**src/rtl/ifu_cache_pkg.sv**
```systemverilog
// Shared types and width helpers for the set-associative instruction cache.
// Holds the controller state encoding and the address-split width functions.
// Pure declarations; no logic.
package ifu_cache_pkg;

  typedef enum logic [2:0] {
    ST_IDLE      = 3'd0,
    ST_LOOKUP    = 3'd1,
    ST_MISS_REQ  = 3'd2,
    ST_MISS_WAIT = 3'd3,
    ST_FILL      = 3'd4
  } t_ifu_cache_state;

  // Address bits consumed by the set index (0 for a single-set cache).
  function automatic int ifu_idx_bits(input int num_sets);
    return (num_sets > 1) ? $clog2(num_sets) : 0;
  endfunction

  // Storage width of the set index; at least one bit so it can be declared.
  function automatic int ifu_idx_w(input int num_sets);
    return (num_sets > 1) ? $clog2(num_sets) : 1;
  endfunction

  function automatic int ifu_tag_w(input int addr_w, input int off_w, input int num_sets);
    return addr_w - off_w - ifu_idx_bits(num_sets);
  endfunction

  function automatic int ifu_way_w(input int num_ways);
    return $clog2(num_ways);
  endfunction

endpackage

```
**src/rtl/ifu_plru_tree.sv**
```systemverilog
// Tree pseudo-LRU for one set: victim way from the tree bits, and the updated
// bits after touching a way. Purely combinational. Node n has children 2n+1/2n+2;
// a bit of 0 means the victim lies in the left subtree.
module ifu_plru_tree #(
  parameter int NUM_WAYS = 4
) (
  input  logic [NUM_WAYS-2:0]         tree_i,
  input  logic [$clog2(NUM_WAYS)-1:0] access_way_i,
  output logic [NUM_WAYS-2:0]         tree_o,
  output logic [$clog2(NUM_WAYS)-1:0] victim_o
);

  localparam int LVL = $clog2(NUM_WAYS);

  logic [LVL-1:0] vic_node;
  logic [LVL-1:0] upd_node;
  logic           vic_bit;
  logic           way_bit;

  // Follow the tree bits from the root down to the least recently used leaf.
  always_comb begin
    vic_node = '0;
    vic_bit  = 1'b0;
    victim_o = '0;
    for (int l = 0; l < LVL; l++) begin
      vic_bit             = tree_i[vic_node];
      victim_o[LVL-1-l]   = vic_bit;
      vic_node            = LVL'((32'(vic_node) << 1) + 32'd1 + 32'(vic_bit));
    end
  end

  // Walk the accessed way's path, turning every node to point away from it.
  always_comb begin
    tree_o   = tree_i;
    upd_node = '0;
    way_bit  = 1'b0;
    for (int l = 0; l < LVL; l++) begin
      way_bit          = access_way_i[LVL-1-l];
      tree_o[upd_node] = ~way_bit;
      upd_node         = LVL'((32'(upd_node) << 1) + 32'd1 + 32'(way_bit));
    end
  end

endmodule

```
**src/rtl/ifu_sa_cache.sv**
```systemverilog
// Blocking set-associative instruction cache: one outstanding fetch, tree-PLRU
// replacement, hit response two cycles after acceptance, miss fetched over a
// valid/ready line request and returned one cycle after the fill.
module ifu_sa_cache
  import ifu_cache_pkg::*;
#(
  parameter int NUM_WAYS     = 4,
  parameter int NUM_SETS     = 4,
  parameter int LINE_WIDTH   = 128,
  parameter int ADDR_WIDTH   = 32,
  parameter int OFFSET_WIDTH = 4
) (
  input  logic                         Clock,
  input  logic                         Rst,
  input  logic                         cpu_reqValidIn,
  output logic                         cpu_reqReadyOut,
  input  logic [ADDR_WIDTH-1:0]        cpu_reqAddrIn,
  output logic                         cpu_rspValidOut,
  output logic [ADDR_WIDTH-1:0]        cpu_rspAddrOut,
  output logic [LINE_WIDTH-1:0]        cpu_rspInsLineOut,
  output logic                         mem_reqValidOut,
  input  logic                         mem_reqReadyIn,
  output logic [ADDR_WIDTH-OFFSET_WIDTH-1:0] mem_reqAddrOut,
  input  logic                         mem_rspValidIn,
  input  logic [LINE_WIDTH-1:0]        mem_rspInsLineIn,
  input  logic                         flushIn
);

  localparam int WAY_W  = ifu_way_w(NUM_WAYS);
  localparam int IDX_B  = ifu_idx_bits(NUM_SETS);
  localparam int IDX_W  = ifu_idx_w(NUM_SETS);
  localparam int TAG_W  = ifu_tag_w(ADDR_WIDTH, OFFSET_WIDTH, NUM_SETS);
  localparam int TREE_W = NUM_WAYS - 1;

  t_ifu_cache_state state_q, state_d;
  logic [ADDR_WIDTH-1:0] addr_q;
  logic                  rsp_vld_q;
  logic [ADDR_WIDTH-1:0] rsp_addr_q;
  logic [LINE_WIDTH-1:0] rsp_line_q;

  logic [NUM_WAYS-1:0]   valid_q [NUM_SETS];
  logic [TREE_W-1:0]     plru_q  [NUM_SETS];
  logic [TAG_W-1:0]      tag_q   [NUM_SETS][NUM_WAYS];
  logic [LINE_WIDTH-1:0] data_q  [NUM_SETS][NUM_WAYS];

  logic [IDX_W-1:0]  set_idx;
  logic [TAG_W-1:0]  cur_tag;
  logic              hit;
  logic [WAY_W-1:0]  hit_way;
  logic              has_inv;
  logic [WAY_W-1:0]  inv_way;
  logic [WAY_W-1:0]  plru_victim;
  logic [WAY_W-1:0]  fill_way;
  logic [WAY_W-1:0]  access_way;
  logic [TREE_W-1:0] plru_next;
  logic              fill_now;

  // The mask folds the index to zero for a single-set cache.
  assign set_idx  = IDX_W'(addr_q >> OFFSET_WIDTH) & IDX_W'(NUM_SETS - 1);
  assign cur_tag  = TAG_W'(addr_q >> (OFFSET_WIDTH + IDX_B));
  assign fill_now = (state_q == ST_MISS_WAIT) && mem_rspValidIn;

  assign cpu_reqReadyOut   = (state_q == ST_IDLE) && !flushIn;
  assign mem_reqValidOut   = (state_q == ST_MISS_REQ);
  assign mem_reqAddrOut    = addr_q[ADDR_WIDTH-1:OFFSET_WIDTH];
  assign cpu_rspValidOut   = rsp_vld_q;
  assign cpu_rspAddrOut    = rsp_addr_q;
  assign cpu_rspInsLineOut = rsp_line_q;

  // Tag compare and lowest-index invalid search; descending scan so way 0 wins.
  always_comb begin
    hit     = 1'b0;
    hit_way = '0;
    has_inv = 1'b0;
    inv_way = '0;
    for (int w = NUM_WAYS - 1; w >= 0; w--) begin
      if (valid_q[set_idx][w] && (tag_q[set_idx][w] == cur_tag)) begin
        hit     = 1'b1;
        hit_way = WAY_W'(w);
      end
      if (!valid_q[set_idx][w]) begin
        has_inv = 1'b1;
        inv_way = WAY_W'(w);
      end
    end
  end

  assign fill_way   = has_inv ? inv_way : plru_victim;
  assign access_way = (state_q == ST_LOOKUP) ? hit_way : fill_way;

  ifu_plru_tree #(
    .NUM_WAYS(NUM_WAYS)
  ) u_plru (
    .tree_i      (plru_q[set_idx]),
    .access_way_i(access_way),
    .tree_o      (plru_next),
    .victim_o    (plru_victim)
  );

  // Next-state selection for the single-outstanding fetch controller.
  always_comb begin
    state_d = state_q;
    case (state_q)
      ST_IDLE:      if (!flushIn && cpu_reqValidIn) state_d = ST_LOOKUP;
      ST_LOOKUP:    state_d = hit ? ST_IDLE : ST_MISS_REQ;
      ST_MISS_REQ:  if (mem_reqReadyIn) state_d = ST_MISS_WAIT;
      ST_MISS_WAIT: if (mem_rspValidIn) state_d = ST_FILL;
      ST_FILL:      state_d = ST_IDLE;
      default:      state_d = ST_IDLE;
    endcase
  end

  // Controller, response registers, valid and PLRU bits; all cleared by reset.
  always_ff @(posedge Clock or posedge Rst) begin
    if (Rst) begin
      state_q    <= ST_IDLE;
      addr_q     <= '0;
      rsp_vld_q  <= 1'b0;
      rsp_addr_q <= '0;
      rsp_line_q <= '0;
      for (int s = 0; s < NUM_SETS; s++) begin
        valid_q[s] <= '0;
        plru_q[s]  <= '0;
      end
    end else begin
      state_q   <= state_d;
      rsp_vld_q <= 1'b0;
      if (cpu_reqReadyOut && cpu_reqValidIn) begin
        addr_q <= cpu_reqAddrIn;
      end
      if ((state_q == ST_IDLE) && flushIn) begin
        for (int s = 0; s < NUM_SETS; s++) begin
          valid_q[s] <= '0;
          plru_q[s]  <= '0;
        end
      end
      if ((state_q == ST_LOOKUP) && hit) begin
        rsp_vld_q       <= 1'b1;
        rsp_addr_q      <= addr_q;
        rsp_line_q      <= data_q[set_idx][hit_way];
        plru_q[set_idx] <= plru_next;
      end
      if (fill_now) begin
        valid_q[set_idx][fill_way] <= 1'b1;
        plru_q[set_idx]            <= plru_next;
        rsp_addr_q                 <= addr_q;
        rsp_line_q                 <= mem_rspInsLineIn;
      end
      if (state_q == ST_FILL) begin
        rsp_vld_q <= 1'b1;
      end
    end
  end

  // Line and tag storage carry no reset; the valid bits gate every use.
  always_ff @(posedge Clock) begin
    if (fill_now) begin
      data_q[set_idx][fill_way] <= mem_rspInsLineIn;
      tag_q[set_idx][fill_way]  <= cur_tag;
    end
  end

endmodule

```
**config.mk**
```make
export PLATFORM = sky130hd
export DESIGN_NAME = ifu_sa_cache
export DESIGN_NICKNAME = d
export VERILOG_FILES = /design/src/rtl/ifu_cache_pkg.sv /design/src/rtl/ifu_plru_tree.sv /design/src/rtl/ifu_sa_cache.sv
export SDC_FILE = /design/constraint.sdc
export NUM_CORES = 2
export LEC_CHECK = 0
export ABC_AREA = 1
export CELL_PAD_IN_SITES_DETAIL_PLACEMENT = 1
export CELL_PAD_IN_SITES_GLOBAL_PLACEMENT = 1
export CORE_MARGIN = 2
export CORE_UTILIZATION = 45
export CTS_BUF_LIST = sky130_fd_sc_hd__clkbuf_4
export CTS_CLUSTER_DIAMETER = 50
export DETAILED_ROUTE_END_ITERATION = 8
export PLACE_DENSITY_LB_ADDON = 0.1
export SLEW_MARGIN = 20
export SYNTH_ARGS = -nofsm -noshare
export SYNTH_HDL_FRONTEND = slang
export SYNTH_SLANG_ARGS = --single-unit
```
**constraint.sdc**
```tcl
create_clock -name Clock -period 18.9 [get_ports Clock]
set_input_delay 5.67 -clock Clock [delete_from_list [all_inputs] [get_ports Clock]]
set_output_delay 5.67 -clock Clock [all_outputs]
set_load 0.005 [all_outputs]
```
* Word-level counts from Yosys, hierarchy flattened
Memories as Yosys holds them, arrays and structs flattened. Cells that the tools add are included.
Operators by class: add/subtract/negate cells 2, order comparisons 10, eq/ne operators 11, multiplexer cells 63, bitwise operators 6, reductions and logical operators 18
Operators with widths (count):
- 2-to-1 mux 128 bit | 5
- 2-to-1 mux 512 bit | 1
- binary-select mux 128 bit (select 2 bit) | 1
- demux 128 bit (select 2 bit) | 1
- == test 26 bit | 4
- 2-to-1 mux 104 bit | 1
- 2-to-1 mux 32 bit | 2
- demux 26 bit (select 2 bit) | 1
- 2-to-1 mux 12 bit | 3
- 2-to-1 mux 16 bit | 2
- 2-to-1 mux 26 bit | 1
- bitwise mux 12 bit | 2
- 2-to-1 mux 2 bit | 11
- 2-to-1 mux 3 bit | 6
- OR 16 bit | 1
- logical AND 1 bit | 14
- 2-to-1 mux 1 bit | 14
- 2-to-1 mux 4 bit | 3
- one-hot mux 3 bit (4 select lines) | 1
- >= comparator 3 bit (second input constant) | 3
- < comparator 2 x 3 -> 1 bit (second input constant) | 3
- inverter 2 -> 3 bit | 3
- binary-select mux 4 bit (select 2 bit) | 1
- demux 4 bit (select 2 bit) | 1
- 18 further kinds | 25
Storage, ports and cells: flip-flop bits (word level) 224, memory bits (writable) 2464, memories 2
Memories:
- data_q | depth 4, width 512, rd ports 1, clocked after Yosys merged registers in 0, wr ports 1, line ifu_sa_cache.sv:44 | logic [LINE_WIDTH-1:0] data_q [NUM_SETS][NUM_WAYS];
- tag_q | depth 4, width 104, rd ports 1, clocked after Yosys merged registers in 0, wr ports 1, line ifu_sa_cache.sv:43 | logic [TAG_W-1:0] tag_q [NUM_SETS][NUM_WAYS];

* Longest topological paths before layout
depth in word-level cells 20, mapped depth 25, mapped depth without buffers 21

* Hierarchy
From an unflattened synthesis, not the netlist that was laid out.
Second synthesis, totals: cell total of the unflattened synthesis 7647, area, all modules 105089.5 µm²
By module, submodules not included:
- ifu_sa_cache | instances 1, cells each 7634, area each 105032.0 µm², sequential area each 79596.3 µm²
- ifu_plru_tree | instances 1, cells each 13, area each 57.6 µm², sequential area each 0.0 µm²

* Least setup slack after synthesis
Ideal clock, no wire load.
path kind in2reg, from input mem_rspValidIn, to memory data_q[0][256] in the netlist's numbering (enable), data arrival time 12730 ps, path slack 5499 ps, stages on the path 5, buffers on the path 1, cell sequence nand2_1 -> clkbuf_1 -> inv_2 -> nand3_1 -> nor2_1
Between the ends: longest elaborated chain between the ends 3
Ends and longest elaborated chain:
- from (decl) | line ifu_sa_cache.sv:24 | input logic mem_rspValidIn,
- logical AND 1 bit | line ifu_sa_cache.sv:61 | assign fill_now = (state_q == ST_MISS_WAIT) && mem_rspValidIn;
- 2-to-1 mux 1 bit | line ifu_sa_cache.sv:157 | if (fill_now) begin
- 2-to-1 mux 512 bit (implied by the code) | line ifu_sa_cache.sv:158 | data_q[set_idx][fill_way] <= mem_rspInsLineIn;
- to (decl) | line ifu_sa_cache.sv:44
Every way passes these cells.

* Worst setup path in the final report
from input flushIn, to output cpu_reqReadyOut
Between the ends: longest elaborated chain between the ends 2
Ends and longest elaborated chain:
- from (decl) | line ifu_sa_cache.sv:26 | input logic flushIn
- logical NOT 1 bit | line ifu_sa_cache.sv:63 | assign cpu_reqReadyOut = (state_q == ST_IDLE) && !flushIn;
- logical AND 1 bit | line ifu_sa_cache.sv:63
- to (decl) | line ifu_sa_cache.sv:16 | output logic cpu_reqReadyOut,
Every way passes these cells.

==> impl_metrics.csv <==
group,metric,value,unit
status,status,"finished clean",
floorplanning,die_area,238000,µm²
pwr,finalPower,17.3,mW
drt,drtIter0Drc,5954,
timing,hold_viol,0,
timing,fmax,0.0795,GHz
drt,ant_nets,0,
yosys,synth-simple-area-share,0.134,
pwr,combPwrFrac,0.286,
setup_path,arrival,6900,ps
clock_tree,cts-root-buf,"clkbuf_4",
clock_tree,cts_made_buffers,716,
timing,setup_tns,0,ps
floorplanning,initial_utilization,0.453,
grt,grt_pass1_vias,75300,
setup_path,worstPathCellList,"clkdlybuf4s50_1 -> nor2_1 -> clkdlybuf4s50_1",
placement,hpwl,171,mm
yosys,synth-adder-area-share,0,
clock_tree,postCtsResizedCells,0,
drt,drt-wirelength-per-cell,27.0,µm
setup_path,worst_setup_path_end_kind,"output pin",
drt,drc,0,
pwr,power_density,142,nW/µm²
clock_tree,clkTransAtPathRegs,60,ps
clock_tree,cts.path.max_buffers,4,
yosys,syn_nets,8070,
clock_tree,cts_hold_buffers,0,
floorplanning,die_y,488,µm
yosys,seq_area_frac_synth,0.755,
finish,layout.nets,8779,
timing,tightestPinTransition,1180,ps
clock_tree,cts_tree,"done",
pwr,net-switching-power,5.95,mW
timing,setup_viol,0,
timing,post-route-period-util,0.665,
yosys,synth_area_per_cell,13.3,µm²
clock_tree,clk_latency,1430,ps
yosys,yosysWarnings,0,
finish,fill_cells,23600,
grt,antenna_found_initial,27,
pwr,intPower,11.4,mW
drt,drt_first_pass_iters,5,
yosys,synthCells,7904,
pwr,swShare,0.344,
setup_path,required,13230,ps
floorplanning,num_io_pins,357,
floorplanning,die_width,488,µm
yosys,yosysUniqueCellTypes,27,
min_path,hp-class,"reg2reg",
pwr,ir_drop,0.133,mV
timing,slew_viol_final,0,
setup_path,cpMostUsedCell,"clkdlybuf4s50_1",
finish,final-instance-count-excl-fill,12300,
floorplanning,row_count,177,
pwr,seqPwrFrac,0.414,
finish,postLayoutCellArea,122000,µm²
grt,overflow,0,
finish,layout-drive-gt1-share,0.149,
drt,vias,71200,
timing,slew_headroom,0.213,
timing,period_minus_slack,12570,ps
yosys,synth_xor_area_frac,0.0000831,
finish,post-route-util,0.522,
setup_path,critical_path_class,"in2out",
clock_tree,cts_setup_buffers,0,
pwr,p_leak,44.5,nW
setup_path,max_stage_delay,550,ps
timing,rsz0062_at_grt,"false",
yosys,ys_ff_latch,2688,
placement,port_buffers,356,
run,cap_violations,0,
floorplanning,core,233000,µm²
yosys,synth.cell_area,105000,µm²
clock_tree,clock-sinks,2688,
grt,track_usage,0.278,
yosys,synth_compound_area_frac,0.0824,
yosys,synth_top_family_by_area,"simple AND/OR/NAND/NOR gates",
yosys,synthMuxAreaShare,0.000427,
grt,grt_max_degree,190,
timing,fin_worst_skew,101,ps
setup_path,start_kind,"input pin",
finish,syn_to_final_growth,15.3,%
drt,wirelength,333,mm
setup_path,crit_fanout,3,
placement,placed_cells,11000,
pwr,clkPwrFrac,0.300,
setup_path,cp_slowest_cell,"clkdlybuf4s50_1",
placement,place_congestion,0.840,
placement,place_area,112000,µm²
clock_tree,htree_levels,6,
drt,via_per_inst,5.79,
grt,grt_pass1_wl,489,mm
[final cells by class]
cell class | count | area [µm²] | share of cell area
clock inverters | 163 | 943 | 0.00776
inverters | 195 | 751 | 0.00618
diodes | 7 | 17.5 | 0.000144
flip-flops and latches | 2688 | 79600 | 0.655
well taps | 3132 | 3920 | 0.0322
multi-input cells | 4503 | 23100 | 0.190
clock buffers | 1105 | 8300 | 0.0682
repair buffers | 509 | 4940 | 0.0406
[placed cells by master, fill, tap and decap left out, types with 2 or more instances in the layout]
cell type        instances
edfxtp_1              2464
nand2_1               1910
clkbuf_4              1105
nand3_1               1090
clkdlybuf4s50_1        356
a22o_1                 350
a221oi_1               350
nor2_1                 316
dfrtp_1                222
a21oi_1                216
inv_1                  183
a22oi_1                175
buf_4                  136
clkinv_1               110
clkinv_2                23
nor2_4                  20
nand4_1                 20
o21ai_0                 16
buf_12                  15
inv_2                   14
o22ai_1                 11
clkinvlp_4              10
bufinv_16                9
nand2_4                  8
diode_2                  7
mux2_2                   4
nor3_1                   3
nand2_2                  3
o21ai_1                  3
clkinv_4                 3
inv_6                    3
inv_8                    2
nand3b_1                 2
and2_1                   2
buf_16                   2
[layer usage]
layer / share of wire / vias to the layer above / wire [µm] / global-route usage
met2: 0.49 / 2492 / 161000 / 0.458
met4: 0.024 / 16 / 8070 / 0.0922
met3: 0.066 / 497 / 21800 / 0.0510
met5: 0.00032 / - / 106 / 0
met1: 0.42 / 36900 / 141000 / 0.372
li1: - / 31300 / - / -
[flip-flops by register name, summed over array words and instances (netlist names)]
| register | cells |
|---|---|
| addr_q | 32 |
| cpu_rspAddrOut | 32 |
| cpu_rspInsLineOut | 128 |
| cpu_rspValidOut | 1 |
| data_q | 2048 |
| plru_q | 12 |
| state_q | 3 |
| tag_q | 416 |
| valid_q | 16 |
[metrics by stage]
stage / hold WS (ps) / setup WS [ps]
5_1_grt: 507 / 6270
4_1_cts: 473 / 6330
3_5_place_dp: 464 / 6320
3_3_place_gp: 447 / 6320
6_report: 468 / 6330
2_1_floorplan: 436 / 5500
[logic make-up (layout without fill, tap and decap cells)]
logic type / after synthesis / count (layout)
AND/OR/NAND/NOR: 3377 / 3377
flip-flops: 2688 / 2688
AO/OA/AOI/OAI: 1121 / 1121
buffers and inverters: 713 / 1972
multiplexers: 4 / 4
XOR/XNOR: 1 / 1
other: 0 / 7
[critical path: cells and delay by family]
family / cells / cell delay [ps]
buffers and inverters: 2 / 1000
AND/OR/NAND/NOR: 1 / 240
[Yosys cell counts, drive strengths merged]
| library cell | instances | area [µm²] |
|---|---|---|
| nand4 | 20 | 125 |
| inv | 193 | 724 |
| a21oi | 216 | 1080 |
| o22ai | 11 | 68.8 |
| clkinv | 2 | 7.51 |
| dfrtp | 224 | 5610 |
| nor2 | 336 | 1270 |
| edfxtp | 2464 | 74000 |
| a22oi | 175 | 1310 |
| buf | 202 | 1030 |
| o21ai | 19 | 95.1 |
| nand2 | 1922 | 7220 |
| nor3 | 4 | 20.0 |
| xor2 | 1 | 8.76 |
| nand3b | 2 | 15.0 |
| and2 | 2 | 12.5 |
| mux2 | 4 | 45.0 |
| clkbuf | 316 | 1190 |
| a22o | 350 | 3070 |
| a221oi | 350 | 3070 |
| nand3 | 1091 | 5460 |
[power by group through the flow]
stage	Combinational, mW	Sequential (mW)	Clock [mW]
after floorplan	2.87	7.30	0
after global placement	4.86	7.28	0
after detailed placement	4.95	7.30	0
after CTS	4.97	7.17	5.33
after global routing	5.44	7.20	5.64
final	4.96	7.17	5.20
[path summary, 6_finish.rpt]
path                       startpoint  slack, ps  cells past startpoint                    to
hold reg to reg             addr_q[0]        470                      2     cpu_rspAddrOut[0]
setup / recovery              flushIn       6330                      3       cpu_reqReadyOut
setup reg to reg            addr_q[4]      10670                     23  cpu_rspInsLineOut[3]
hold / removal              addr_q[0]        470                      2     cpu_rspAddrOut[0]
min in group asynchronous         Rst       4800                      2            addr_q[11]
max in group asynchronous         Rst      12710                      3             addr_q[4]
No activity file was read; power rests on OpenSTA's default activity.
